[src/rtl/eq_stream_lock.sv]
// eq_stream_lock: streaming equality tracker with lock detection.
// Takes a/b operand pairs under valid/ready and registers a per-pair
// equality flag. It declares lock after LOCK_LEN consecutive matches.
// Lock is kept through up to MISS_TOL-1 consecutive mismatches and is
// dropped after MISS_TOL consecutive mismatches.
//
// Handshake contract, on both sides:
//   A transfer happens on a rising edge where valid and ready are both 1.
//   A source that raises valid holds its data stable until that transfer.
//   Ready may depend combinationally on the consumer's ready. That is,
//   in_ready = ~out_valid | out_ready. There is a single output register
//   and no skid buffer.
//   A synchronous clr blocks input acceptance on its edge.
module eq_stream_lock #(
  parameter int W        = 2,
  parameter int LOCK_LEN = 4,
  parameter int MISS_TOL = 2,
  parameter int CNT_W    = 8
) (
  input  logic             clk,
  input  logic             reset_n,
  input  logic             clr,
  input  logic [W-1:0]     a,
  input  logic [W-1:0]     b,
  input  logic             in_valid,
  output logic             in_ready,
  output logic             out_valid,
  input  logic             out_ready,
  output logic             out_eq,
  output logic             locked,
  output logic [CNT_W-1:0] streak,
  output logic [CNT_W-1:0] miss_total,
  output logic [1:0]       state_dbg
);

  typedef enum logic [1:0] {
    SEARCH = 2'd0,
    LOCKED = 2'd1,
    HOLD   = 2'd2
  } state_e;

  // The miss-run counter only needs to reach MISS_TOL.
  // It parks at MISS_TOL instead of wrapping.
  localparam int MR_W = (MISS_TOL < 1) ? 1 : $clog2(MISS_TOL + 1);
  localparam logic [MR_W-1:0]  MR_TOL  = MR_W'(MISS_TOL);
  localparam logic [CNT_W-1:0] CNT_MAX = {CNT_W{1'b1}};

  state_e             state_q;
  logic               out_valid_q;
  logic               out_eq_q;
  logic               locked_q;
  logic [CNT_W-1:0]   streak_q;
  logic [CNT_W-1:0]   miss_total_q;
  logic [MR_W-1:0]    miss_run_q;

  logic               match;
  logic               accept;
  logic [CNT_W-1:0]   streak_d;
  logic [CNT_W-1:0]   miss_total_d;
  logic [MR_W-1:0]    miss_run_d;
  logic               lock_hit;
  logic               drop_hit;

  // Handshake and post-update counter values for the pair offered this cycle.
  always_comb begin
    match    = (a == b);
    in_ready = ~out_valid_q | out_ready;
    accept   = in_valid & in_ready & ~clr;

    streak_d     = '0;
    miss_total_d = miss_total_q;
    miss_run_d   = '0;
    if (match) begin
      streak_d = (streak_q == CNT_MAX) ? streak_q : streak_q + CNT_W'(1);
    end else begin
      miss_total_d = (miss_total_q == CNT_MAX) ? miss_total_q
                                               : miss_total_q + CNT_W'(1);
      miss_run_d   = (miss_run_q >= MR_TOL) ? miss_run_q
                                            : miss_run_q + MR_W'(1);
    end

    // Lock criteria are evaluated on the post-update counter values.
    lock_hit = match & (32'(streak_d) >= 32'(LOCK_LEN));
    drop_hit = ~match & (miss_run_d >= MR_TOL);
  end

  // Lock FSM, output register and counters. Everything advances only on accept.
  always_ff @(posedge clk or negedge reset_n) begin
    if (!reset_n) begin
      state_q      <= SEARCH;
      out_valid_q  <= 1'b0;
      out_eq_q     <= 1'b0;
      locked_q     <= 1'b0;
      streak_q     <= '0;
      miss_total_q <= '0;
      miss_run_q   <= '0;
    end else if (clr) begin
      state_q      <= SEARCH;
      out_valid_q  <= 1'b0;
      out_eq_q     <= 1'b0;
      locked_q     <= 1'b0;
      streak_q     <= '0;
      miss_total_q <= '0;
      miss_run_q   <= '0;
    end else if (accept) begin
      out_valid_q  <= 1'b1;
      out_eq_q     <= match;
      streak_q     <= streak_d;
      miss_total_q <= miss_total_d;
      miss_run_q   <= miss_run_d;
      case (state_q)
        SEARCH: begin
          if (lock_hit) begin
            state_q  <= LOCKED;
            locked_q <= 1'b1;
          end else begin
            locked_q <= 1'b0;
          end
        end
        // The first miss from LOCKED always has a miss run of 1.
        // When MISS_TOL is 1, drop_hit sends it straight to SEARCH.
        LOCKED, HOLD: begin
          if (match) begin
            state_q  <= LOCKED;
            locked_q <= 1'b1;
          end else if (drop_hit) begin
            state_q  <= SEARCH;
            locked_q <= 1'b0;
          end else begin
            state_q  <= HOLD;
            locked_q <= 1'b1;
          end
        end
        default: begin
          state_q  <= SEARCH;
          locked_q <= 1'b0;
        end
      endcase
    end else if (out_ready) begin
      out_valid_q <= 1'b0;
    end
  end

  // Drive the output ports from the registers.
  always_comb begin
    out_valid  = out_valid_q;
    out_eq     = out_eq_q;
    locked     = locked_q;
    streak     = streak_q;
    miss_total = miss_total_q;
    state_dbg  = state_q;
  end

endmodule

[config.mk]
export PLATFORM = sky130hd
export DESIGN_NAME = eq_stream_lock
export DESIGN_NICKNAME = d
export VERILOG_FILES = /design/src/rtl/eq_stream_lock.sv
export SDC_FILE = /design/constraint.sdc
export NUM_CORES = 1
export LEC_CHECK = 0
export ABC_AREA = 1
export CAP_MARGIN = 20
export CORE_MARGIN = 3
export CORE_UTILIZATION = 45
export CTS_CLUSTER_SIZE = 24
export DETAILED_ROUTE_END_ITERATION = 7
export PLACE_DENSITY_LB_ADDON = 0.1
export RECOVER_POWER = 25
export SKIP_CTS_REPAIR_TIMING = 1
export SLEW_MARGIN = 20
export SYNTH_ARGS = -nofsm -noshare
export SYNTH_HDL_FRONTEND = slang
export SYNTH_SLANG_ARGS = --single-unit
[constraint.sdc]
create_clock -name clk -period 2.3 [get_ports clk]
set_clock_uncertainty 0.1 [all_clocks]
set_input_delay 0.69 -clock clk [delete_from_list [all_inputs] [get_ports clk]]
set_output_delay 0.69 -clock clk [all_outputs]
set_load 0.01 [all_outputs]
* Yosys cells after proc, flatten, opt, wreduce, memory -nomap -nowiden
Index checks and enable logic that the tools add are counted.
Widths: inputs -> output; s select.
** Storage, ports and cells
- Register bits :: 23
- Input bits :: 9
- Logic and storage cells :: 64
** Operators by class
- $add $sub $neg :: 3
- Order comparisons :: 3
- Eq/ne operators :: 8
- Muxes and demuxes :: 29
- Bitwise gates (word level) :: 8
- Reduce and logical (&&, ||, !) cells :: 6
** Operator list (count)
- $mux 8 :: 8
- $mux 2 :: 9
- $add 8x1->8 const B :: 2
- $eq 8x8->1 const B :: 2
- $mux 1 :: 10
- $ge 8x3->1 const B :: 1
- $and 1x1->1 :: 4
- $ge 2x2->1 const B :: 2
- $ne 2x2->1 const B :: 2
- $pmux 2 s2 :: 1
- $ne 3x3->1 const B :: 1
- $not 1->1 :: 3
- $reduce_and 3->1 :: 1
- $reduce_bool 3->1 :: 1
- $add 2x1->2 const B :: 1
- $eq 2x1->1 const B :: 1
- $eq 2x2->1 :: 1
- $eq 2x2->1 const B :: 1
- $logic_not 2->1 :: 1
- $pmux 1 s2 :: 1
- $reduce_and 2->1 :: 1
- $reduce_bool 2->1 :: 1
- $reduce_or 2->1 :: 1
- $or 1x1->1 :: 1

* Longest topological paths before layout
- Depth after elaboration :: 10
- Gate-level depth with buffers :: 13
- Mapped depth without buffers :: 13

* Least setup slack after synthesis
No wires, ideal clock.
- Kind :: input to register
- From :: input b[1]
- To :: register miss_total_q[5], in the netlist miss_total[5]
- Arrival time :: 1528 ps
- Setup slack :: 550 ps
- Cell stages on the path :: 9
- Buffers on the path :: 0
- Cells stage by stage :: xor2_1 -> nor2_1 -> nor2_1 -> nand2_1 -> nand2_2 -> nand2_2 -> nor2_1 -> o21ai_1 -> nor2_1
** On the way
- Cells in the longest elaborated chain, start to end :: 3
** Ends and longest elaborated chain
- from (decl) :: RTL line 24 : input logic [W-1:0] b,
- $eq 2x2->1 :: RTL line 66 : match = (a == b);
- $ne 2x2->1 (no line)
- $reduce_and 3->1 (no line)
- to (signal assigned) :: RTL line 109 : miss_total_q <= miss_total_d;
- to (decl) :: RTL line 53 : logic [CNT_W-1:0] miss_total_q;
No other way between the ends.
A chain may end at the register's enable or synchronous reset.

* Final worst setup path
- From :: input out_ready
- To :: output in_ready
** On the way
- Cells in the longest elaborated chain, start to end :: 1
** Ends and longest elaborated chain
- from (decl) :: RTL line 28 : input logic out_ready,
- $or 1x1->1 :: RTL line 67 : in_ready = ~out_valid_q | out_ready;
- to (decl) :: RTL line 26 : output logic in_ready,
No other way between the ends.

==> impl_results.md <==
* Status: completed
* Unique cell type count in the Yosys netlist at 27
* Placement Setup Slack at -0.273 ns
* Flop2flop setup slack at 0.42 ns
* Vias at 1320
* Filler cells at between 200 and 300
* Max-Slew Margin vs Limit at 0.156
* Port bufs at 30
* Worst-path cell with the longest stage delay: clkdlybuf4s50_1
* Setup violators final at 0
* Layout area overhead at 28.4%
* # DRC at 0
* Hold Crit Class: register to register
* Die X at between 60 and 70 µm
* Final WS setup at 0.109 ns
* Vias per cell at 4.94
* WHS at 0.394 ns
* EDFF count, synth at 0
* Min cycle time layout at roughly 2.2 ns
* WL/cell at roughly 11 µm
* ANT nets after route at 0
* Antenna violations before repair at 0
* H-tree Lvls at 1
* Clock slew at reported path FFs at approximately 0.13 ns
* Final Hold Viols at 0
* Fin. max-slew vios at 0
* Synth warnings at 0
* # diodes at 0
* Switching pwr at 0.298 mW
* Die H at about 62 µm
* Synth top cells by count: nand2_1, inv_1, dfrtp_1, nor2_1, nand3_1
* Achievable Freq at 456 MHz
* Yosys top cell by area: dfrtp_1
* Pwr/cell area at 511 nW/µm²
* Final core occ at 0.632
* Clock root buffer: clkbuf_4
* Share of post-route cells with drive strength above 1 at 0.142
* CTS buffer count at 3
* RSZ-0062 raised after global routing: false
* Cells after Synth at 186
* CTS tree: yes
* First-pass GRT wire length at between 5000 and 6000 µm
* Clk_lat worst skew at 0.31 ns
* Final GP Congestion at 0.820
* Core area at just under 3000 µm²
* Flop pwr share at 0.496
* Cell family with most CP delay: buffers and inverters
* Startpoint types: input pin
* DP Wirelength at between 2000 and 2500 µm
* Max Cap Violations at 0
* Sequential area share after synthesis at 0.403
* CP bufs+invs at 3
* Effective utilization at floorplan at 0.493
* GRT Total Usage at 0.163
* Mapped Nets at 200
* Syn Area/Cell at 7.68 µm²
* Max IR drop VDD at between 300 and 400 µV
* Final Cycle Share at 0.953
* Num ports at 31
* Crit path DAT at about 1.4 ns
* Row cnt at 19
* Static Leak at between 0.8 and 0.9 nW
* Clock Sinks at 23
* Logic pwr share at 0.297
* Setup TNS at 0 ns
* WL final at ~3100 µm
* Starting DRT DRC Count at approximately 110
* WP data required at 1.51 ns
* Count leader, synth: nand2_1
* Nets@finish at 240
* Worst-Margin Slew at 1.27 ns
* Int Pwr at 0.639 mW
* Worst Setup Path Type: input pin to primary output
* Power consumption at 0.937 mW
* CP Cell Sequence: clkdlybuf4s50_1, inv_1, nand2_1, dlymetal6s2s_1
* Post-Syn Area at 1430 µm²
* Drt first pass iters at 4
* Crit-path max FO at 2
* Post-synth top flop: dfrtp_1
* Largest net degree at the start of global routing at 24
* Vias in the first global route at ~1200
* Total gr overflow at 0
* Die area at 3890 µm²
* Async SR Flop Fraction at 1.00
* CP peak stage delay at 0.45 ns
* Clock Power Share at 0.207
* Synth top area share at 0.403
* Clk buf depth at 2
* Top post-synthesis cells by area: dfrtp_1, nand2_1, inv_1
* Crit end category: primary output
* Register bit total from synthesis at 23
* Switching Share at 0.318
==> flip-flops by register name, summed over array words and instances (netlist names) <==
register / count
state_dbg: 2
out_valid: 1
out_eq: 1
streak: 8
miss_run_q: 2
locked: 1
miss_total: 8
==> cells in the final DEF (no fill, tap or decap), types with 2 or more instances in the layout <==
cell             netlist  routed
a21oi_1                6       6
a31oi_1                2       2
buf_4                  0       6
clkbuf_1               0       2
clkbuf_4               0       3
clkdlybuf4s50_1        0      28
dfrtp_1               23      23
ha_1                   5       5
inv_1                 28      28
inv_2                  2       2
nand2_1               40      40
nand2_2                7       7
nand3_1               14      14
nand3_2                2       2
nor2_1                15      15
nor2_2                 4       4
nor2_4                 3       3
nor3_1                 4       4
o21ai_0                6       6
o21ai_1               10      10
o22ai_1                2       2
or2_2                  2       2
xor2_1                 3       3
==> final cells by class <==
cell class	instances	area, µm²	share of cell area
multi-input combinational	131	716	0.390
tap	42	52.6	0.0286
clock buffer	4	26.3	0.0143
sequential	23	576	0.314
inverter	30	113	0.0614
timing repair buffer	37	352	0.192
==> metal layers <==
layer	up-vias	track usage	share of wire
met5	-	0	0
met4	0	0.0689	0.011
met3	4	0.0198	0.034
met2	24	0.277	0.49
met1	618	0.208	0.46
li1	674	-	-
==> cells by family (layout without fill, tap and decap cells) <==
group	after synthesis	after routing	share of synthesized area
AO/OA/AOI/OAI	29	29	0.114
XOR/XNOR	4	4	0.0245
adder cells (fa/ha/maj)	5	5	0.0438
buffers and inverters	32	71	0.0963
flip-flops	23	23	0.403
AND/OR/NAND/NOR	93	93	0.319
==> worst paths after layout <==
check	start	end	cells after the start
worst max-delay path	out_ready	in_ready	4
worst min-delay path	out_eq	out_eq	2
worst max register to register	streak[1]	state_dbg[1]	11
worst min register to register	out_eq	out_eq	2
max in group asynchronous	reset_n	miss_run_q[0]	2
min in group asynchronous	reset_n	streak[5]	2
==> metrics by stage <==
step / cell area, µm² / std cells
floorplan: 1430 / 186
global placement: 1810 / 263
detailed placement: 1810 / 263
CTS: 1840 / 267
global route: 1830 / 267
finish: 1830 / 267
==> tightest hold or removal path: stages (launching register included) <==
cell and delay, ns:
dfrtp_1 0.37, nand2_1 0.05, nand2_1 0.06
==> power by group through the flow <==
stage	registers (mW)	clock network, mW	logic, mW
floorplan	0.482	0	0.150
global placement	0.469	0	0.275
detailed placement	0.473	0	0.282
CTS	0.466	0.202	0.283
global route	0.471	0.223	0.311
finish	0.465	0.194	0.278
(Power assumes the default switching activity.)
